`src/rtl/de2_115_sopc_sysid_checker_timer.sv`:
```
// de2_115_sopc_sysid_checker_timer: per-transaction cycle counter with
// terminal count, plus a per-word retry counter with limit compare.
`default_nettype none

module de2_115_sopc_sysid_checker_timer #(
  parameter int unsigned TIMEOUT_CYCLES = 255,
  parameter int unsigned MAX_RETRIES    = 3
) (
  input  logic clock,
  input  logic reset_n,
  input  logic cnt_clear,
  input  logic cnt_en,
  input  logic retry_clear,
  input  logic retry_inc,
  output logic expired,
  output logic exhausted
);

  localparam int unsigned CW = $clog2(TIMEOUT_CYCLES + 1);
  localparam logic [CW-1:0] LIMIT = CW'(TIMEOUT_CYCLES - 1);

  logic [CW-1:0] cnt;
  logic [3:0]    retries;

  always_ff @(posedge clock or negedge reset_n) begin
    if (!reset_n) begin
      cnt <= '0;
    end else if (cnt_clear) begin
      cnt <= '0;
    end else if (cnt_en) begin
      cnt <= cnt + 1'b1;
    end
  end

  always_ff @(posedge clock or negedge reset_n) begin
    if (!reset_n) begin
      retries <= '0;
    end else if (retry_clear) begin
      retries <= '0;
    end else if (retry_inc) begin
      retries <= retries + 1'b1;
    end
  end

  // cnt holds (cycle index - 1) within the transaction, so LIMIT marks its last cycle.
  assign expired   = (cnt >= LIMIT);
  assign exhausted = (retries == 4'(MAX_RETRIES));

endmodule

`default_nettype wire

```
`config.mk`:
```
export PLATFORM = sky130hd
export DESIGN_NAME = de2_115_sopc_sysid_checker_timer
export DESIGN_NICKNAME = d
export VERILOG_FILES = /design/src/rtl/de2_115_sopc_sysid_checker_timer.sv
export SDC_FILE = /design/constraint.sdc
export NUM_CORES = 1
export LEC_CHECK = 0
export BUFFER_PORTS_ARGS = -buffer_cell sky130_fd_sc_hd__buf_2
export CAP_MARGIN = 0
export CORE_AREA = 2 2 39 41
export CTS_BUF_LIST = sky130_fd_sc_hd__clkbuf_8 sky130_fd_sc_hd__clkbuf_16
export DETAILED_ROUTE_END_ITERATION = 10
export DIE_AREA = 0 0 41 43
export PLACE_DENSITY = 0.67
export SKIP_LAST_GASP = 1
export SYNTH_ARGS = -nofsm -noshare
export SYNTH_HDL_FRONTEND = slang
export SYNTH_SLANG_ARGS = --single-unit
```
`constraint.sdc`:
```
create_clock -name clock -period 1.2 [get_ports clock]
set_clock_uncertainty 0.1 [all_clocks]
set_input_delay 0.24 -clock clock [delete_from_list [all_inputs] [get_ports clock]]
set_output_delay 0.24 -clock clock [all_outputs]
set_load 0.01 [all_outputs]
```
==> results.cfg <==
[route]
wl_per_cell_um = 11.2
ant_nets = 0
vias = 479
drc = 0
finalWirelength_mm = 1.11
detail_route.first_pass.iterations = 1
routed_via_density = 4.84
drt_iter0_drc = 0

[synthesis]
synth_top_area_cell = dfrtp_1
synthArstFlopShare = 1.00
synth-compound-area-share = 0.0758
synth_top_area_frac = 0.505
synthSimpleGateAreaFrac = 0.211
ys_ff_latch = 12
synth-seq-area-share = 0.505
synth_cells = 57
synth_most_common_cell = dfrtp_1
synth_top_family_by_area = simple AND/OR/NAND/NOR gates
synthTopCellsByArea = dfrtp_1 51%, xor2_1 7.4%, ha_1 6.3%
avgSynthCellArea_um2 = 10.4
synthMuxAreaShare = 0.0168
synth_fp_nets = 66
synthTopCellsByCount = 12 x dfrtp_1, 10 x nor2_1, 5 x xor2_1
synth.distinct_cells = 20
ys.flop_type = dfrtp_1
synth_edf_count = 0
synthAdderAreaFrac = 0.0632
synthXorXnorAreaFrac = 0.103
yosysWarnings = 0
syn-cell-area_um2 = 594

[worst_setup_path]
cpLargestDelayFamily = flip-flops
worstPathRequired_ns = 0.86
worstPathMaxFanout = 3
reg2regPathDepth = 7
crit_buf_inv = 1
endpoint_kind = output pin
cp.arrival_ns = 1.14
r2r-end = cnt[4]
critical_path.slowest_cell = dfrtp_1
worstPathCellList = ha_2 -> o211ai_1 -> nor2_1 -> buf_2
r2r_setup_slack_ns = -0.24
worstSetupPathType = register to output pin
crit_path_max_incr_delay_ns = 0.39
r2r-start = cnt[1]
start_kind = register

[placed_design]
dp.cells = 89
dpl.hpwl_um = 786
io_buffer_count = 7
postPlaceCellArea_um2 = 723
finalWeightedCongestion = 0.720
pre_cts_ws_ns = -0.138

[grt]
grt_pass1_wl_mm = 1.93
grt_max_degree = 13
grt_pass1_vias = 460
antenna_found_initial = 0
overflow = 0
track_usage = 0.168

[die]
pin_count = 8
num_rows = 14
initial_utilization = 0.429
dieArea_um2 = 1760
die_h_um = 43
die_w_um = 41
core_area_um2 = 1380

[power]
ir_worst_vdd_v = 0.000584
total_power_uw = 998
leakagePower_nw = 0.407
p_clk_frac = 0.435
p_int_uw = 780
p_per_area_nw_per_um2 = 1150
share_seq_of_total_power = 0.431
power_frac_comb = 0.134
switchingPower_uw = 218
p_sw_frac = 0.218

[min_path]
hp-class = input pin to register
whs_endpoint = retries[3]
hp-start = retry_clear
hold_depth = 2

[cts]
ctsRootBufferMaster = clkbuf_8
clk_pin_slew_ns = 0.05
cts_buffers = 3
insertion_delay_ns = 0.24
clock_path_buffers = 2
h-tree-depth = 1
cts_tree = yes
cts.sinks = 12

[sta]
finalHoldViolations = 0
holdWs_ns = 0.0929
worst_slack_ns = -0.283
rsz0062_at_grt = yes
finalCritPeriodShare = 1.24
setup_tns_ns = -1.79
max_slew_margin = 0.820
setup_viol = 8
maxSlewViolCount = 0
min_period_ns = 1.48
tightest_slew_ns = 0.270
fmax_mhz = 674

[flow_run]
drv_cap = 0

[status]
violations = negative setup slack
outcome = finished, violations left

[finish]
syn_to_final_growth_pct = 46.3
fill_cells = 106
utilization = 0.628
finalInstanceArea_um2 = 870
final_cells = 99
drive_gt1_frac = 0.446
nets = 93
diodes = 0
[cells by family (layout without fill, tap and decap cells)]
family | count (synthesis) | in the layout
XOR/XNOR | 7 | 7
buffers and inverters | 3 | 29
multiplexers | 1 | 1
AO/OA/AOI/OAI | 8 | 8
flip-flops | 12 | 12
adder cells (fa/ha/maj) | 3 | 3
AND/OR/NAND/NOR | 23 | 23
[worst register-to-register path: cells and delay by family (launching register included)]
family                     cells  cell delay (ns)
and+or+nand+nor                2             0.13
buffers and inverters          3             0.41
adders and majority gates      1             0.16
xor gates and xnor gates       1             0.15
DFF                            1             0.39
[power by group through the flow]
stage                     logic, mW  registers, mW  clock network, mW
after global routing          0.153          0.432              0.472
after detailed placement      0.100          0.441                  0
final                         0.134          0.430              0.434
after floorplan              0.0422          0.443                  0
after global placement       0.0972          0.439                  0
after CTS                     0.120          0.429              0.450
[flip-flops by register name, summed over array words and instances (netlist names)]
| signal | count |
|---|---|
| cnt | 8 |
| retries | 4 |
[cell type report]
cell class	count	area, um^2	area share
clock buffers	4	55.1	0.0633
flip-flops and latches	12	300	0.345
well taps	16	20.0	0.0230
repair buffers	24	169	0.194
multi-input cells	42	322	0.370
inverters	1	3.75	0.00432
[worst max-delay path by stage]
stage / start / end / slack, ns / depth (start not counted)
2_1_floorplan: cnt[1] / cnt[6] / -0.09 / 4
3_3_place_gp: cnt[0] / expired / -0.12 / 5
6_report: cnt[1] / expired / -0.28 / 4
5_1_grt: cnt[0] / expired / -0.38 / 5
3_5_place_dp: cnt[0] / expired / -0.14 / 5
4_1_cts: cnt[1] / expired / -0.29 / 4
[routing by layer]
layer / share of wire / vias to the layer above / GRT usage
met3: 0.025 / 2 / 0.0471
met2: 0.48 / 5 / 0.228
met5: 0 / - / 0
met1: 0.48 / 223 / 0.231
met4: 0.012 / 0 / 0.100
li1: - / 249 / -
[cell usage in the layout (no fill, tap or decap)]
cell type / instances
ha_2: 2
xor2_1: 5
nand4_1: 3
dfrtp_1: 12
inv_1: 1
nand3_2: 1
nand3_1: 1
o21ai_1: 1
mux2i_1: 1
a211oi_1: 1
o211ai_1: 1
o21ai_0: 2
buf_4: 15
buf_2: 7
dlygate4sd3_1: 1
nand2_2: 1
a21oi_1: 1
nand2_1: 2
clkbuf_8: 4
ha_4: 1
xnor2_1: 2
or3_1: 2
nand4_4: 1
or3_4: 1
nor2_1: 10
a21oi_2: 2
buf_6: 1
nor3b_2: 1
[what timing repair did]
action,CTS,global route
setup buffers,2,4
pin swaps,6,5
hold buffers,1,0
setup endpoints to repair,7,8
gates resized for setup,3,7
hold endpoints to repair,12,0
Note: power is estimated with default switching activity, not from simulation.
